<file path="src/rtl/btb_predictor.sv">
// Branch target buffer with per-entry saturating direction counters, global
// invalidate and saturating update/mispredict performance counters.
module btb_predictor #(
    parameter int WORD_SIZE = 16,
    parameter int IDX_BITS  = 4,
    parameter int CNT_BITS  = 2,
    parameter int PERF_BITS = 16
) (
    input  logic                 clk,
    input  logic                 reset_n,
    input  logic [WORD_SIZE-1:0] pc,
    output logic [WORD_SIZE-1:0] pred_pc,
    output logic                 pred_hit,
    input  logic                 upd_valid,
    input  logic [WORD_SIZE-1:0] upd_pc,
    input  logic                 upd_taken,
    input  logic                 upd_is_jump,
    input  logic [WORD_SIZE-1:0] upd_target,
    input  logic                 upd_mispred,
    input  logic                 inv_all,
    output logic [PERF_BITS-1:0] perf_upd,
    output logic [PERF_BITS-1:0] perf_mispred
);
    localparam int ENTRIES = 1 << IDX_BITS;
    localparam int TAG_W   = WORD_SIZE - IDX_BITS;
    localparam logic [CNT_BITS-1:0] CNT_WNT = CNT_BITS'((2 ** (CNT_BITS - 1)) - 1);
    localparam logic [CNT_BITS-1:0] CNT_WT  = CNT_BITS'(2 ** (CNT_BITS - 1));
    localparam logic [CNT_BITS-1:0] CNT_MAX = '1;

    logic [ENTRIES-1:0]   r_valid;
    logic [TAG_W-1:0]     r_tag    [ENTRIES];
    logic [WORD_SIZE-1:0] r_target [ENTRIES];
    logic [CNT_BITS-1:0]  r_cnt    [ENTRIES];
    logic [PERF_BITS-1:0] r_perf_upd;
    logic [PERF_BITS-1:0] r_perf_mis;

    logic [IDX_BITS-1:0]  w_idx;
    logic [TAG_W-1:0]     w_tag;
    logic                 w_hit;
    logic [IDX_BITS-1:0]  w_uidx;
    logic [TAG_W-1:0]     w_utag;
    logic                 w_umatch;
    logic [CNT_BITS-1:0]  w_ucnt;
    logic [CNT_BITS-1:0]  w_cnt_nxt;
    logic                 w_cnt_wr;

    // Lookup reads pre-edge contents; a same-cycle update is not bypassed.
    assign w_idx    = pc[IDX_BITS-1:0];
    assign w_tag    = pc[WORD_SIZE-1:IDX_BITS];
    assign w_hit    = reset_n && r_valid[w_idx] && (r_tag[w_idx] == w_tag)
                      && r_cnt[w_idx][CNT_BITS-1];
    assign pred_hit = w_hit;
    assign pred_pc  = w_hit ? r_target[w_idx] : pc + WORD_SIZE'(1);

    assign w_uidx   = upd_pc[IDX_BITS-1:0];
    assign w_utag   = upd_pc[WORD_SIZE-1:IDX_BITS];
    assign w_umatch = r_valid[w_uidx] && (r_tag[w_uidx] == w_utag);
    assign w_ucnt   = r_cnt[w_uidx];

    always_comb begin
        w_cnt_nxt = w_ucnt;
        w_cnt_wr  = 1'b0;
        if (upd_taken) begin
            w_cnt_wr = 1'b1;
            if (upd_is_jump)
                w_cnt_nxt = CNT_MAX;
            else if (!w_umatch)
                w_cnt_nxt = CNT_WT;
            else if (w_ucnt != CNT_MAX)
                w_cnt_nxt = w_ucnt + CNT_BITS'(1);
        end else if (w_umatch) begin
            // A not-taken jump trains exactly like a not-taken conditional.
            w_cnt_wr = 1'b1;
            if (w_ucnt != '0)
                w_cnt_nxt = w_ucnt - CNT_BITS'(1);
        end
    end

    always_ff @(posedge clk) begin
        if (!reset_n) begin
            r_valid <= '0;
            for (int i = 0; i < ENTRIES; i++) begin
                r_tag[i]    <= '0;
                r_target[i] <= '0;
                r_cnt[i]    <= CNT_WNT;
            end
        end else if (inv_all) begin
            r_valid <= '0;
        end else if (upd_valid) begin
            if (w_cnt_wr)
                r_cnt[w_uidx] <= w_cnt_nxt;
            if (upd_taken) begin
                r_valid[w_uidx]  <= 1'b1;
                r_tag[w_uidx]    <= w_utag;
                r_target[w_uidx] <= upd_target;
            end
        end
    end

    // Perf counters see every accepted update, even one dropped by inv_all.
    always_ff @(posedge clk) begin
        if (!reset_n) begin
            r_perf_upd <= '0;
            r_perf_mis <= '0;
        end else if (upd_valid) begin
            if (r_perf_upd != '1)
                r_perf_upd <= r_perf_upd + PERF_BITS'(1);
            if (upd_mispred && (r_perf_mis != '1))
                r_perf_mis <= r_perf_mis + PERF_BITS'(1);
        end
    end

    assign perf_upd     = r_perf_upd;
    assign perf_mispred = r_perf_mis;
endmodule

</file>
<file path="config.mk">
export PLATFORM = sky130hd
export DESIGN_NAME = btb_predictor
export DESIGN_NICKNAME = d
export VERILOG_FILES = /design/src/rtl/btb_predictor.sv
export SDC_FILE = /design/constraint.sdc
export NUM_CORES = 1
export LEC_CHECK = 0
export ABC_CLOCK_PERIOD_IN_PS = 4000
export CORE_MARGIN = 5
export CORE_UTILIZATION = 56
export DETAILED_ROUTE_END_ITERATION = 12
export PLACE_DENSITY = 0.76
export SLEW_MARGIN = 40
export SYNTH_ARGS = -nofsm -noshare
export SYNTH_HDL_FRONTEND = slang
export SYNTH_SLANG_ARGS = --single-unit
</file>
<file path="constraint.sdc">
create_clock -name clk -period 4 [get_ports clk]
set_clock_uncertainty 0.1 [all_clocks]
set_input_delay 0.4 -clock clk [delete_from_list [all_inputs] [get_ports clk]]
set_output_delay 0.4 -clock clk [all_outputs]
set_load 0.02 [all_outputs]
</file>
# Yosys cells after proc, flatten, opt, wreduce, memory -nomap -nowiden
# Memory sizes are Yosys's and may differ from the RTL's.
# Index checks and enable logic that the tools add are counted.
dict set report word_totals {
  register_bits 48
  ramBits 480
  inputBits 55
  elab_cells 70
  mem_count 3
}
dict set report classes {
  addsub 5
  magnitude_cmp 3
  eq_ne 5
  n_mux 35
  bitwise 2
  reduce_logical 14
}
# name words width rd rd_ports_with_merged_regs write_ports line
set memory_table {}
lappend memory_table {r_target 16 16 1 0 16 32} ;# logic [WORD_SIZE-1:0] r_target [ENTRIES];
lappend memory_table {r_tag 16 12 2 0 16 31} ;# logic [TAG_W-1:0] r_tag [ENTRIES];
lappend memory_table {r_cnt 16 2 2 0 16 33} ;# logic [CNT_BITS-1:0] r_cnt [ENTRIES];
# cell n
set ops {}
lappend ops {{adder 16 x 1 -> 16 bit, second input constant} 3}
lappend ops {{2-to-1 mux 16 bit} 2}
lappend ops {{!= test 16 bit, second input constant} 2}
lappend ops {{== test 12 bit} 2}
lappend ops {{2-to-1 mux 1 bit} 19}
lappend ops {{OR 16 bit} 1}
lappend ops {{OR reduction 16 bit} 1}
lappend ops {{2-to-1 mux 2 bit} 7}
lappend ops {{2-to-1 mux 12 bit} 1}
lappend ops {{2-to-1 mux 4 bit} 3}
lappend ops {{OR reduction 12 bit} 1}
lappend ops {{less-than comparator 4 x 5 -> 1 bit, second input constant} 2}
lappend ops {{binary-select mux 1 bit (select 4 bit)} 2}
lappend ops {{logical AND 1 bit} 6}
lappend ops {{AND reduction 2 bit} 3}
lappend ops {{demux 1 bit (select 4 bit)} 1}
lappend ops {{greater-or-equal comparator 4 x 1 -> 1 bit, second input constant} 1}
lappend ops {{OR reduction 2 bit} 2}
lappend ops {{adder 2 x 1 -> 2 bit, second input constant} 1}
lappend ops {{!= test 2 bit, second input constant} 1}
lappend ops {{nonzero test 2 bit} 1}
lappend ops {{subtractor 2 x 1 -> 2 bit, second input constant} 1}
lappend ops {{inverter 1 bit} 1}

# Longest topological paths before layout
# Gate-level depths: netlist of the first run.
dict set report logic_depth {
  depth_word 12
  depth_mapped 13
  mapped_depth_nobuf 8
}

# Worst setup path after synthesis of the first run
# OpenSTA, ideal clock, no wires.
dict set report synth_timing {
  path_type {input -> register}
  from {input upd_pc[3]}
  to {memory r_tag[12][0] (netlist name) (enable)}
  setup_time_ns 0.452
  arrival_ns 3.725
  required_ns 3.448
  slack_ns -0.277
  path_stages 6
  path_buffers 4
  cell_sequence {buf_1 > clkbuf_1 > buf_1 > nand2_1 > clkbuf_1 > o21ai_0}
}
# element line
set synth_lines {}
lappend synth_lines {{from (decl)} 15} ;# input logic [WORD_SIZE-1:0] upd_pc,
lappend synth_lines {{to (decl)} 31}

==> impl_metrics.env, run 1 <==
export IMPL_grt_pass1_vias=17700
export IMPL_ys_seq_area_share_pct=58.0
export IMPL_p_total_mw=12.8
export IMPL_port_buffers=103
export IMPL_drc=0
export IMPL_seq_power_share_pct=50.0
export IMPL_ys_flop_type="edfxtp_1"
export IMPL_hold_path_class="input pin to register"
export IMPL_swShare_pct=23.4
export IMPL_r2r_start="r_tag[4][11]$_SDFFCE_PN0P_"
export IMPL_syn_nets=1909
export IMPL_clock_root_buffer="clkbuf_16"
export IMPL_ant_nets=0
export IMPL_tns_ps=-2100
export IMPL_vias=17400
export IMPL_cts_tree="done"
export IMPL_startpoint_type="register"
export IMPL_wl_per_cell_um=28.7
export IMPL_yosysTopAreaCell="edfxtp_1"
export IMPL_cts_made_buffers=54
export IMPL_grt_use_total_pct=29.5
export IMPL_crit_top_cell="mux4_2"
export IMPL_period_needed_ps=4150
export IMPL_power_leakage_nw=10.8
export IMPL_synth_edf_count=480
export IMPL_timing_fmax_mhz=241
export IMPL_die_area_um2=51700
export IMPL_ir_worst_vdd_v=0.000339
export IMPL_crit_chain="mux4_2, mux4_2, xnor2_2, nand4_1, or4_4, buf_12, mux2_2, buf_4"
export IMPL_power_frac_comb_pct=10.7
export IMPL_area_delta_synth_final_pct=16.4
export IMPL_clk_pin_slew_ps=60
export IMPL_place_congestion=0.987
export IMPL_initial_core_util_pct=56.8
export IMPL_fin_crit_sh_pct=104
export IMPL_cts_buffer_depth=3
export IMPL_setup_slack_ps=-153
export IMPL_r2r_cells=11
export IMPL_antenna_found_initial=2
export IMPL_power_switching_mw=2.99
export IMPL_grt_max_degree=58
export IMPL_n_antenna_cell=0
export IMPL_outcome="finished, violations left"
export IMPL_setup_viol_count_final=16
export IMPL_crit_required_ps=3500
export IMPL_syn_avg_cell_area_um2=14.3
export IMPL_die_h_um=227
export IMPL_rows=79
export IMPL_hold_ws_ps=146
export IMPL_fin_cells=2629
export IMPL_worst_path_buf_inv=2
export IMPL_overflow=0
export IMPL_wl_met3_um=7880
export IMPL_slew_violations=0
export IMPL_netlist_area_um2=26500
export IMPL_async_reset_ff_share_pct=0
export IMPL_worst_path_max_fanout=17
export IMPL_fillCellCount=3222
export IMPL_ys_types=63
export IMPL_violations="negative setup slack"
export IMPL_layout_drive_gt1_share_pct=24.5
export IMPL_clkLatencyLatePin_ps=610
export IMPL_end_kind="output port"
export IMPL_endpoint="pred_pc[4]"
export IMPL_clock_sinks=528
export IMPL_highest_layer="met5"
export IMPL_synth_most_common_cell="edfxtp_1"
export IMPL_r2r_end="r_cnt[6][1]$_SDFFCE_PN0P_"
export IMPL_drt_iter0_drc=2273
export IMPL_synthTopCellsByCount="480 x edfxtp_1, 371 x and2_1, 193 x mux4_2"
export IMPL_met1_length_um=27300
export IMPL_netlist_instances=1851
export IMPL_ios=104
export IMPL_viasPerCell=6.60
export IMPL_slew_headroom_pct=47.7
export IMPL_firstDrtPassIters=5
export IMPL_tightest_slew_ps=778
export IMPL_yosysWarnings=0
export IMPL_pwr_density_cell_nw_per_um2=415
export IMPL_setup_worst_path_start="r_tag[3][7]$_SDFFCE_PN0P_"
export IMPL_design_core_area_um2=46700
export IMPL_path_class="register to output port"
export IMPL_cp_top_family="multiplexers"
export IMPL_synth_seq_cells=528
export IMPL_p_int_mw=9.79
export IMPL_arrival_ps=3650
export IMPL_slowest_delay_ps=510
export IMPL_dieWidth_um=227
export IMPL_clkPwrFrac_pct=39.3
export IMPL_rsz0062_at_grt="true"
export IMPL_drt_wl_total_um=75600
export IMPL_maxCapViolations=0
export IMPL_worstHoldStart="reset_n"
export IMPL_post_place_cells=2527
export IMPL_htree_levels=2
export IMPL_ys_top_cells_by_area="edfxtp_1 54%, mux4_2 16%, and2_1 8.8%"
export IMPL_cp_slowest_cell="or4_4"
export IMPL_post_cts_hold_buffer_count=0
export IMPL_rrSetupSlack_ps=320
export IMPL_dp_hpwl_um=48000
export IMPL_grt_pass1_wl_um=112000
export IMPL_crit_cells=8
export IMPL_dr_wl_met2_um=36700
export IMPL_final_hold_violation_count=0
export IMPL_yosysTopAreaCellShare_pct=54.4
export IMPL_fin_nets=2036
how the worst min path moves through the flow:
stage	to	slack (ps)	cells after the start
6_report	perf_upd[11]$_SDFFE_PN0P_	150	2
5_1_grt	perf_upd[11]$_SDFFE_PN0P_	130	2
4_1_cts	perf_upd[11]$_SDFFE_PN0P_	110	2
3_5_place_dp	r_valid[2]$_SDFFE_PP0P_	370	1
3_3_place_gp	r_valid[8]$_SDFFE_PP0P_	360	1
2_1_floorplan	r_valid[10]$_SDFFE_PP0P_	340	1
placed cells by master (no fill, tap or decap), drive strengths merged, types with 5 or more instances in the layout:
master	n
and3	5
nand2b	8
clkbuf	67
xor2	19
o21bai	16
nand4	10
mux2	19
or2	5
inv	21
buf	158
o22ai	6
mux4	193
dfxtp	48
a21o	17
nor4	26
xnor2	40
bufinv	6
a22oi	5
nand3	27
or3	9
and2	371
clkinv	26
edfxtp	480
nor2	58
nor2b	6
nor3	91
clkdlybuf4s50	78
nand2	56
o21ai	49
mux2i	39
a21oi	13
layout make-up:
type | count | area, um2 | area share [%]
flip-flops and latches | 528 | 15400 | 49.9
multi-input cells | 1134 | 10600 | 34.3
repair buffers | 237 | 2290 | 7.43
clock buffers | 66 | 1420 | 4.59
well taps | 607 | 759 | 2.46
clock inverters | 34 | 335 | 1.09
inverters | 23 | 86.3 | 0.280
registers in the layout, indices dropped and copies added, names as in the netlist:
name          flops
perf_upd         16
r_valid          16
r_tag           192
perf_mispred     16
r_target        256
r_cnt            32
per-stage QoR:
stage / util (%) / setup WS (ps) / cell area [um2]
2_1_floorplan: - / -277 / 26500
3_3_place_gp: 62.3 / -360 / 29000
3_5_place_dp: 62.3 / -410 / 29100
4_1_cts: 66.0 / -138 / 30800
5_1_grt: 66.1 / -194 / 30800
6_report: 66.1 / -153 / 30800
power by group through the flow:
stage	logic [mW]	registers (mW)	clock network, mW
3_3_place_gp	1.33	6.48	0
5_1_grt	1.43	6.40	5.32
3_5_place_dp	1.35	6.49	0
6_report	1.37	6.38	5.03
4_1_cts	1.35	6.38	5.09
2_1_floorplan	0.812	6.45	0
logic make-up after synthesis:
kind of cell | Yosys count | synth area share [%]
XOR/XNOR | 59 | 1.95
multiplexers | 251 | 18.8
adder cells (fa/ha/maj) | 3 | 0.142
buffers and inverters | 189 | 2.95
AND/OR/NAND/NOR | 681 | 14.5
AO/OA/AOI/OAI | 140 | 3.59
flip-flops | 528 | 58.0
metal layers:
metal / global-route usage [%] / vias up
met5: 0 / -
met4: 12.9 / 2
met1: 39.4 / 8716
li1: - / 7269
met3: 5.94 / 214
met2: 47.6 / 1157
repair_timing:
| action | CTS | global route |
|---|---|---|
| buffers inserted | 0 | 1 |
| gates resized for setup | 81 | 10 |
| endpoints found under the hold margin | 0 | 0 |
| setup endpoints to repair | 17 | 17 |
| pin swaps | 3 | 0 |
(Power assumes the default switching activity.)
==> inputs of run 2 (changes only) <==
--- a/config.mk
+++ b/config.mk
@@ -7,10 +7,12 @@
 export LEC_CHECK = 0
 export ABC_CLOCK_PERIOD_IN_PS = 4000
 export CORE_MARGIN = 5
-export CORE_UTILIZATION = 56
+export CORE_UTILIZATION = 58
 export DETAILED_ROUTE_END_ITERATION = 12
-export PLACE_DENSITY = 0.76
+export DONT_BUFFER_PORTS = 1
+export PLACE_DENSITY = 0.75
 export SLEW_MARGIN = 40
 export SYNTH_ARGS = -nofsm -noshare
 export SYNTH_HDL_FRONTEND = slang
 export SYNTH_SLANG_ARGS = --single-unit
+export TNS_END_PERCENT = 50
==> impl_metrics.env, run 2 (synthesized netlist as in run 1, its figures left out) <==
export IMPL_drt_wl_total_um=74700
export IMPL_p_int_mw=9.44
export IMPL_grt_use_total_pct=29.8
export IMPL_cts_made_buffers=52
export IMPL_design_core_area_um2=45300
export IMPL_dieWidth_um=224
export IMPL_dp_hpwl_um=44100
export IMPL_end_kind="output port"
export IMPL_layout_drive_gt1_share_pct=21.0
export IMPL_grt_max_degree=127
export IMPL_regMostFlops="r_target"
export IMPL_rows=78
export IMPL_place_area_um2=27300
export IMPL_top_regs="r_target (256), r_tag (192), r_cnt (32)"
export IMPL_power_frac_comb_pct=8.7
export IMPL_rrSetupSlack_ps=300
export IMPL_period_needed_ps=4020
export IMPL_setup_slack_ps=-17.1
export IMPL_initial_core_util_pct=58.5
export IMPL_die_area_um2=50000
export IMPL_power_leakage_nw=10.0
export IMPL_pwr_density_cell_nw_per_um2=415
export IMPL_clkPwrFrac_pct=38.9
export IMPL_slew_headroom_pct=40.5
export IMPL_place_congestion=0.853
export IMPL_crit_required_ps=3500
export IMPL_worst_path_max_fanout=17
export IMPL_cts_buffer_depth=3
export IMPL_seq_power_share_pct=52.4
export IMPL_ios=104
export IMPL_drt_iter0_drc=2271
export IMPL_mostFrequentLayoutCells="480 x edfxtp_1, 371 x and2_1, 193 x mux4_2"
export IMPL_slew_violations=0
export IMPL_clk_pin_slew_ps=60
export IMPL_outcome="finished, violations left"
export IMPL_ir_worst_vdd_v=0.000392
export IMPL_drc=0
export IMPL_worstHoldStart="reset_n"
export IMPL_largest_register_ffs=256
export IMPL_setup_worst_path_start="r_tag[6][7]$_SDFFCE_PN0P_"
export IMPL_final_hold_violation_count=0
export IMPL_htree_levels=2
export IMPL_overflow=0
export IMPL_arrival_ps=3520
export IMPL_grt_pass1_vias=17100
export IMPL_final_seq_area_um2=15400
export IMPL_clock_sinks=528
export IMPL_viasPerCell=6.85
export IMPL_p_total_mw=12.2
export IMPL_rsz0062_at_grt="true"
export IMPL_startpoint_type="register"
export IMPL_timing_fmax_mhz=249
export IMPL_fin_nets=1888
export IMPL_die_h_um=224
export IMPL_final_common_cell="edfxtp_1"
export IMPL_power_switching_mw=2.74
export IMPL_clock_root_buffer="clkbuf_16"
export IMPL_fillCellCount=3244
export IMPL_tightest_slew_ps=871
export IMPL_hold_path_class="input pin to register"
export IMPL_multi_input_area_um2=10600
export IMPL_r2r_start="r_tag[4][11]$_SDFFCE_PN0P_"
export IMPL_setup_viol_count_final=14
export IMPL_firstDrtPassIters=6
export IMPL_hold_ws_ps=22.0
export IMPL_swShare_pct=22.5
export IMPL_cts_tree="done"
export IMPL_grt_pass1_wl_um=111000
export IMPL_port_buffers=0
export IMPL_area_delta_synth_final_pct=10.6
export IMPL_wl_per_cell_um=30.2
export IMPL_ant_nets=0
export IMPL_path_class="register to output port"
export IMPL_vias=16900
export IMPL_maxCapViolations=0
export IMPL_clkLatencyLatePin_ps=610
export IMPL_antenna_found_initial=3
export IMPL_violations="negative setup slack"
export IMPL_tns_ps=-115
export IMPL_fin_crit_sh_pct=100
export IMPL_preCtsSetupSlack_ps=444
export IMPL_design_area_um2=29300
-- run 2: power by group through the flow --
stage          clock network, mW  registers, mW  logic, mW
2_1_floorplan                  0           6.45      0.812
4_1_cts                     4.77           6.37       1.04
5_1_grt                     5.03           6.40       1.10
3_5_place_dp                   0           6.49      0.965
3_3_place_gp                   0           6.47      0.955
6_report                    4.73           6.38       1.06
-- run 2: through the flow --
| step | util, % | instances |
|---|---|---|
| 6_report | 64.7 | 2473 |
| 5_1_grt | 64.7 | 2472 |
| 4_1_cts | 64.6 | 2468 |
| 3_5_place_dp | 60.4 | 2347 |
| 3_3_place_gp | 60.4 | 2347 |
| 2_1_floorplan | - | 1851 |
-- run 2: worst paths after layout --
check,to,cells after the start
setup / recovery,pred_pc[12],7
hold reg to reg,r_valid[6]$_SDFFE_PP0P_,1
setup reg to reg,r_cnt[12][0]$_SDFFCE_PN1P_,9
hold / removal,r_tag[6][4]$_SDFFCE_PN0P_,1
-- run 2: area by class of cell --
cell class	count	area share, %
Multi-Input combinational cell	1134	36.1
Clock buffer	74	4.94
Sequential cell	528	52.5
Inverter	23	0.295
Tap cell	600	2.56
Clock inverter	20	0.606
Timing Repair Buffer	91	3.00
Antenna cell	3	0.0256
-- run 2: per-layer routing --
layer	track usage, %	vias up	wire length (um)
met3	7.09	205	8520
met2	47.4	1144	35800
met5	0	-	0
li1	-	6982	-
met4	12.8	0	3450
met1	40.1	8607	27000
-- run 2: repair_timing --
action	CTS	global route
buffers inserted	0	2
hold endpoints to repair	423	0
setup endpoints to repair	16	16
hold buffers	27	0
pin swaps	0	2
gates resized for setup	6	3
-- run 2: critical path: stages (launching register included) --
cell and delay (ps):
edfxtp_1 440, mux4_2 480, mux4_2 520, xnor2_1 160, nand4_1 240, or4_4 510
buf_12 200, mux2_4 350
